**config.mk**
```make
export PLATFORM = sky130hd
export DESIGN_NAME = session_timer
export DESIGN_NICKNAME = d
export VERILOG_FILES = /design/src/rtl/test_power_scheduler_pkg.sv /design/src/rtl/test_power_scheduler_session_timer.sv
export SDC_FILE = /design/constraint.sdc
export NUM_CORES = 1
export LEC_CHECK = 0
export CAP_MARGIN = 20
export CORE_AREA = 4 4 41 43
export DETAILED_ROUTE_END_ITERATION = 12
export DIE_AREA = 0 0 45 47
export SYNTH_ARGS = -nofsm -noshare
export SYNTH_HDL_FRONTEND = slang
export SYNTH_SLANG_ARGS = --single-unit
```
**constraint.sdc**
```tcl
create_clock -name t_clk -period 2 [get_ports t_clk]
set_input_delay 0.2 -clock t_clk [delete_from_list [all_inputs] [get_ports t_clk]]
set_output_delay 0.2 -clock t_clk [all_outputs]
set_load 0.05 [all_outputs]
```
**src/rtl/test_power_scheduler_pkg.sv**
```systemverilog
// Shared definitions for the two-layer test power scheduler.
//   ID_W / PWR_W  : widths of chip IDs and per-layer power values
//   SUM_W         : width of a two-layer power sum and of the budget
//   CNT_W         : width of the session timeout counter
//   state_e       : scheduler FSM states
//   snapshot_t    : inputs captured once both layers have sorted
//   peak_power()  : worst-case stack power when both layers test together
package test_power_scheduler_pkg;

  localparam int ID_W  = 4;
  localparam int PWR_W = 4;
  localparam int SUM_W = PWR_W + 1;
  localparam int CNT_W = 8;

  typedef enum logic [2:0] {
    WAIT_SORT,
    DECIDE,
    RUN_BOTH,
    RUN_FIRST,
    RUN_SECOND,
    DONE,
    FAULT
  } state_e;

  typedef struct packed {
    logic [ID_W-1:0]  id0;
    logic [ID_W-1:0]  id1;
    logic [PWR_W-1:0] up0;
    logic [PWR_W-1:0] up1;
    logic [PWR_W-1:0] lo0;
    logic [PWR_W-1:0] lo1;
    logic [SUM_W-1:0] budget;
  } snapshot_t;

  // Largest of the three overlap cases. With lower <= upper this is
  // always up0+up1; evaluating all three stays safe if a layer ever
  // reports an idle figure above its peak.
  function automatic logic [SUM_W-1:0] peak_power(
    input logic [PWR_W-1:0] up0,
    input logic [PWR_W-1:0] up1,
    input logic [PWR_W-1:0] lo0,
    input logic [PWR_W-1:0] lo1
  );
    logic [SUM_W-1:0] a, b, c, m;
    a = SUM_W'(up0) + SUM_W'(lo1);
    b = SUM_W'(up1) + SUM_W'(lo0);
    c = SUM_W'(up0) + SUM_W'(up1);
    m = (a > b) ? a : b;
    return (m > c) ? m : c;
  endfunction

endpackage

```
**src/rtl/test_power_scheduler_session_timer.sv**
```systemverilog
// Clearable timeout counter for one test session.
//   t_clk, rst_n : clock, async active-low reset
//   clear        : high in the entry cycle of a RUN state; count restarts at 0
//   enable       : high while a RUN state is active; low holds count at 0
//   expired      : this cycle's increment reaches TIMEOUT_CYC
module session_timer
  import test_power_scheduler_pkg::*;
#(
  parameter int TIMEOUT_CYC = 200
) (
  input  logic t_clk,
  input  logic rst_n,
  input  logic clear,
  input  logic enable,
  output logic expired
);

  logic [CNT_W-1:0] count;
  logic [CNT_W-1:0] base;

  // The entry cycle counts as zero elapsed cycles, so a session that
  // enters RUN at edge E0 is flagged during its TIMEOUT_CYC-th cycle and
  // leaves RUN on edge E(TIMEOUT_CYC).
  assign base    = clear ? '0 : count;
  assign expired = enable && ((base + CNT_W'(1)) == CNT_W'(TIMEOUT_CYC));

  // NOTE: state registers use non-blocking assignments so every flop in
  // the design samples its inputs at the same instant of the edge.
  always_ff @(posedge t_clk or negedge rst_n) begin
    if (!rst_n)       count <= '0;
    else if (!enable) count <= '0;
    else              count <= base + CNT_W'(1);
  end

endmodule

```
==> out/metrics.yaml, run 1 <==
synth:
  seq_area_frac_synth_pct: 51.8
  synth_top_cell_area_share_pct: 51.8
  syn_area_um2: 387
  synth-edff-count: 0
  synth.distinct_cells: 15
  yosys.area.top_type: "dfrtp_1"
  synth_area_leaders: "dfrtp_1 52%, or3_1 6.5%, nand4_4 5.5%, xnor2_1 4.5%, xor2_1 4.5%"
  syn_nets: 42
  synth_seq_cells: 8
  ys.flop_type: "dfrtp_1"
  yosysWarnings: 0
  synthArstFlopShare_pct: 100
  synth_commonest_cells: "8 x dfrtp_1, 4 x nor2_1, 4 x or3_1"
  yosysMostFrequentCell: "dfrtp_1"
  syn_inst: 38
  synth_area_per_cell_um2: 10.2
sta:
  finalSetupViolCount: 0
  fin_skew_ps: 0.285
  hold_viol: 0
  period_share_pct: 90.2
  maxSlewViolCount: 0
  rsz0062_at_grt: "false"
  period_needed_ps: 1800
  fin_tns_setup_ps: 0
  setup_slack_ps: 197
  slew_headroom_pct: 75.9
  fmax_ghz: 0.555
  worstMarginPinSlew_ps: 360
setup_path:
  end_kind: "primary output"
  crit_slowest_cell: "clkdlybuf4s50_1"
  path_class: "input pin to primary output"
  arrival_ps: 1600
  path_cells: "clkdlybuf4s50_1 -> nand2b_1 -> or3_1 -> nor4_2 -> buf_12"
  startpoint_type: "input pin"
  worst_path_largest_cell_delay_ps: 410
  worst-path-max-fanout: 2
  cp.required_ps: 1800
placement:
  gp_congestion: 0.706
  post-place-ws_ps: 171
  post_dp_cell_area_um2: 458
  port_buffers: 4
  dp_hpwl_um: 499
layout:
  regMostFlops: "count"
  reg_top3: "count: 8 flops"
  layout-drive-gt1-share_pct: 15.6
  final_area_um2: 480
  fillers: 147
  antenna_cells: 0
  final_nets: 51
  largest_reg_flops: 8
  final_util_pct: 36.9
  area_growth_pct: 24.3
die:
  io_pins: 5
  rows: 13
  die_w_um: 45
  start_util_pct: 29.7
  die_area_mm2: 0.00212
  coreArea_mm2: 0.00130
  die_h_um: 47
drt:
  first_pass_iters: 3
  dr_wl_met2_um: 271
  viasPerCell: 4.65
  drtIter0Drc: 3
  routed_wl_um: 628
  drc: 0
  vias: 279
  dr.max_layer_used: "met4"
  met1Wirelength_um: 316
  wire_per_inst_um: 10.5
  wl_met3_um: 32
  ant_nets: 0
grt:
  grt_pass1_wl_mm: 1.09
  grt_pass1_vias: 258
  grt_usage_pct: 7.88
  grt_overflow: 0
  grt_max_degree: 9
  antenna_found_initial: 0
clocking:
  clkTransAtPathRegs_ps: 50
  clock_path_buffers: 2
  cts_sinks: 8
  cts_buffers: 3
  cts_setup_buffers: 0
  cts_resized: 0
  worst_skew_pair.late_latency_ps: 240
  hold_buffers: 0
  tritoncts: "yes"
  cts_max_level: 1
  ctsRootBufferMaster: "clkbuf_4"
pwr:
  total_power_uw: 307
  ir_drop_mv: 0.213
  powerDensity_mw_per_mm2: 639
  leakagePower_nw: 0.198
status:
  status: "complete, no violations"
worst_hold_path:
  hold_class: "input pin to asynchronous set/reset pin"
flow_run:
  drv_cap: 0
## cells by family after synthesis
| family | count (synthesis) | share of synthesized area [%] |
|---|---|---|
| AO/OA/AOI/OAI | 7 | 9.71 |
| XOR/XNOR | 4 | 9.06 |
| AND/OR/NAND/NOR | 16 | 26.2 |
| flip-flops | 8 | 51.8 |
| buffers and inverters | 3 | 3.24 |
## path summary, 6_finish.rpt
| check | start | to | slack (ps) | depth (start not counted) |
|---|---|---|---|---|
| min | rst_n | count[4]$_DFF_PN0_ | 230 | 1 |
| min reg2reg | count[7]$_DFF_PN0_ | count[7]$_DFF_PN0_ | 560 | 2 |
| max in group asynchronous | rst_n | count[7]$_DFF_PN0_ | 1510 | 1 |
| max reg2reg | count[0]$_DFF_PN0_ | count[7]$_DFF_PN0_ | 810 | 3 |
| max | clear | expired | 200 | 5 |
| min in group t_clk | clear | count[0]$_DFF_PN0_ | 520 | 3 |
## layout by cell type (no fill, tap or decap)
cell type	n
nand2b_1	1
a21boi_0	1
o21ai_0	3
xnor2_1	2
or3_1	4
xor2_1	2
dfrtp_1	8
nand4_4	1
nand2_1	3
inv_1	2
nand3_1	2
clkbuf_4	3
a21oi_1	3
nor4_2	1
buf_12	1
clkdlybuf4s50_1	3
buf_4	1
nor2_1	4
## metal layers
metal | track usage (%) | vias to the layer above
met5 | 0 | -
met4 | 7.02 | 0
met3 | 4.60 | 2
met2 | 10.5 | 5
met1 | 8.84 | 127
li1 | - | 145
## critical path: cells and delay by family
kind	cells	cell delay [ps]
buf+inv	2	600
simple gates	3	810
## per-stage QoR
stage	hold slack, ps	std cells
finish	230	60
global route	243	60
floorplan	-95.6	38
global placement	510	57
CTS	238	60
detailed placement	511	57
## layout make-up
cell class	instances	area (um2)	share of cell area, %
multi-input cells	27	174	36.2
repair buffers	5	57.6	12.0
flip-flops and latches	8	200	41.7
well taps	15	18.8	3.91
inverters	2	7.51	1.56
clock buffers	3	22.5	4.69
## report_power, final
group          leakage [nW]  total, mW  internal (mW)  switching, mW
Sequential            0.110      0.169          0.165        0.00476
Clock                0.0138      0.119         0.0684         0.0506
Combinational        0.0745     0.0186         0.0103        0.00836
Total                 0.198      0.307          0.243         0.0637
Power figures use the tool's default switching activity.
==> run 2: changes to the inputs <==
--- a/config.mk
+++ b/config.mk
@@ -9,6 +9,7 @@
 export CORE_AREA = 4 4 41 43
 export DETAILED_ROUTE_END_ITERATION = 12
 export DIE_AREA = 0 0 45 47
+export HOLD_SLACK_MARGIN = 0.1
 export SYNTH_ARGS = -nofsm -noshare
 export SYNTH_HDL_FRONTEND = slang
 export SYNTH_SLANG_ARGS = --single-unit
==> results of run 2 <==
Same layout as run 1: the final DEF is identical, and so are final timing and power.
==> run 3: changes to the inputs <==
--- a/config.mk
+++ b/config.mk
@@ -10,6 +10,7 @@
 export DETAILED_ROUTE_END_ITERATION = 12
 export DIE_AREA = 0 0 45 47
 export HOLD_SLACK_MARGIN = 0.1
+export SETUP_SLACK_MARGIN = 0.2
 export SYNTH_ARGS = -nofsm -noshare
 export SYNTH_HDL_FRONTEND = slang
 export SYNTH_SLANG_ARGS = --single-unit
==> out/metrics.yaml, run 3 (synthesized netlist as in run 1, its figures left out) <==
status:
  status: "complete, no violations"
layout:
  final_nets: 51
  area.sequential_um2: 200
  largest_reg_flops: 8
  layout_common_cells: "8 x dfrtp_1, 4 x or3_1, 4 x nor2_1"
  reg_top3: "count: 8 flops"
  fillers: 140
  layout_commonest_cell: "dfrtp_1"
  layout-drive-gt1-share_pct: 15.6
  regMostFlops: "count"
  antenna_cells: 0
  final_area_um2: 489
  multiInputGateArea_um2: 183
  area_growth_pct: 26.5
die:
  io_pins: 5
  coreArea_mm2: 0.00130
  start_util_pct: 29.7
  die_w_um: 45
  die_area_mm2: 0.00212
  die_h_um: 47
  rows: 13
pwr:
  comb_power_share_pct: 6.2
  leakagePower_nw: 0.198
  p_sw_uw: 65.0
  p_clk_share_pct: 38.9
  powerDensity_mw_per_mm2: 631
  total_power_uw: 308
  seqPwrFrac_pct: 54.9
  p_int_uw: 243
  ir_drop_mv: 0.352
  p_sw_share_pct: 21.1
grt:
  grt_usage_pct: 8.68
  grt_pass1_vias: 278
  antenna_found_initial: 0
  grt_max_degree: 9
  grt_pass1_wl_mm: 1.19
  grt_overflow: 0
drt:
  ant_nets: 0
  first_pass_iters: 2
  routed_wl_um: 606
  vias: 285
  drtIter0Drc: 2
  drc: 0
  wire_per_inst_um: 10.1
  viasPerCell: 4.75
clocking:
  cts_sinks: 8
  hold_buffers: 0
  cts_buffers: 3
  worst_skew_pair.late_latency_ps: 250
  clock_path_buffers: 2
  clkTransAtPathRegs_ps: 50
  tritoncts: "yes"
  cts_max_level: 1
  ctsRootBufferMaster: "clkbuf_4"
placement:
  post_dp_cell_area_um2: 467
  post-place-ws_ps: 216
  port_buffers: 4
  gp_congestion: 0.635
setup_path:
  r2r_cells: 3
  path_class: "input pin to primary output"
  startpoint_type: "input pin"
  arrival_ps: 1500
  cp.required_ps: 1800
  worst-path-max-fanout: 2
  end_kind: "primary output"
sta:
  rsz0062_at_grt: "false"
  finalSetupViolCount: 0
  hold_viol: 0
  worstMarginPinSlew_ps: 356
  fin_skew_ps: 2.29
  slew_headroom_pct: 76.2
  fin_tns_setup_ps: 0
  maxSlewViolCount: 0
  whs_ps: 223
  period_needed_ps: 1700
  setup_slack_ps: 300
  period_share_pct: 85.0
  fmax_ghz: 0.588
flow_run:
  drv_cap: 0
worst_hold_path:
  hold_class: "input pin to asynchronous set/reset pin"
-- run 3: worst paths after layout --
kind | from | endpoint | slack [ps]
worst min register to register | count[7]$_DFF_PN0_ | count[7]$_DFF_PN0_ | 570
worst min-delay path | rst_n | count[7]$_DFF_PN0_ | 220
max in group asynchronous | rst_n | count[3]$_DFF_PN0_ | 1520
worst max-delay path | clear | expired | 300
min in group t_clk | clear | count[0]$_DFF_PN0_ | 510
worst max register to register | count[0]$_DFF_PN0_ | count[7]$_DFF_PN0_ | 820
-- run 3: final cells by class --
class                      instances  area share, %
multi-input combinational         27           37.3
inverter                           2           1.53
timing repair buffer               5           11.8
sequential                         8           40.9
tap                               15           3.84
clock buffer                       3           4.60
-- run 3: worst max-delay path, cell delays in order --
cell and delay (ps):
clkdlybuf4s50_1 410, nand2b_1 160, or3_1 360, nor4_4 200, buf_12 180
-- run 3: power groups by stage --
| stage | Clock (mW) | Sequential (mW) | Combinational [mW] |
|---|---|---|---|
| 6_report | 0.120 | 0.169 | 0.0192 |
| 4_1_cts | 0.127 | 0.169 | 0.0199 |
| 2_1_floorplan | 0 | 0.172 | 0.00851 |
| 5_1_grt | 0.139 | 0.170 | 0.0217 |
| 3_3_place_gp | 0 | 0.172 | 0.0199 |
| 3_5_place_dp | 0 | 0.172 | 0.0198 |
-- run 3: per-layer routing --
metal | up-vias | wire [um] | GRT usage (%)
met1 | 132 | 263 | 8.84
met5 | - | 0 | 0
li1 | 145 | - | -
met3 | 0 | 61 | 7.28
met4 | 0 | 0 | 5.26
met2 | 8 | 281 | 12.1
-- run 3: through the flow --
stage          cells  utilization, %
2_1_floorplan     38               -
5_1_grt           60            37.6
4_1_cts           60            37.6
3_5_place_dp      57            35.9
6_report          60            37.6
3_3_place_gp      57            35.9
-- run 3: what timing repair did --
item | 4_1_cts | 5_1_grt
setup buffers | 0 | 0
endpoints found under the setup margin | 0 | 1
resized for setup | 0 | 0
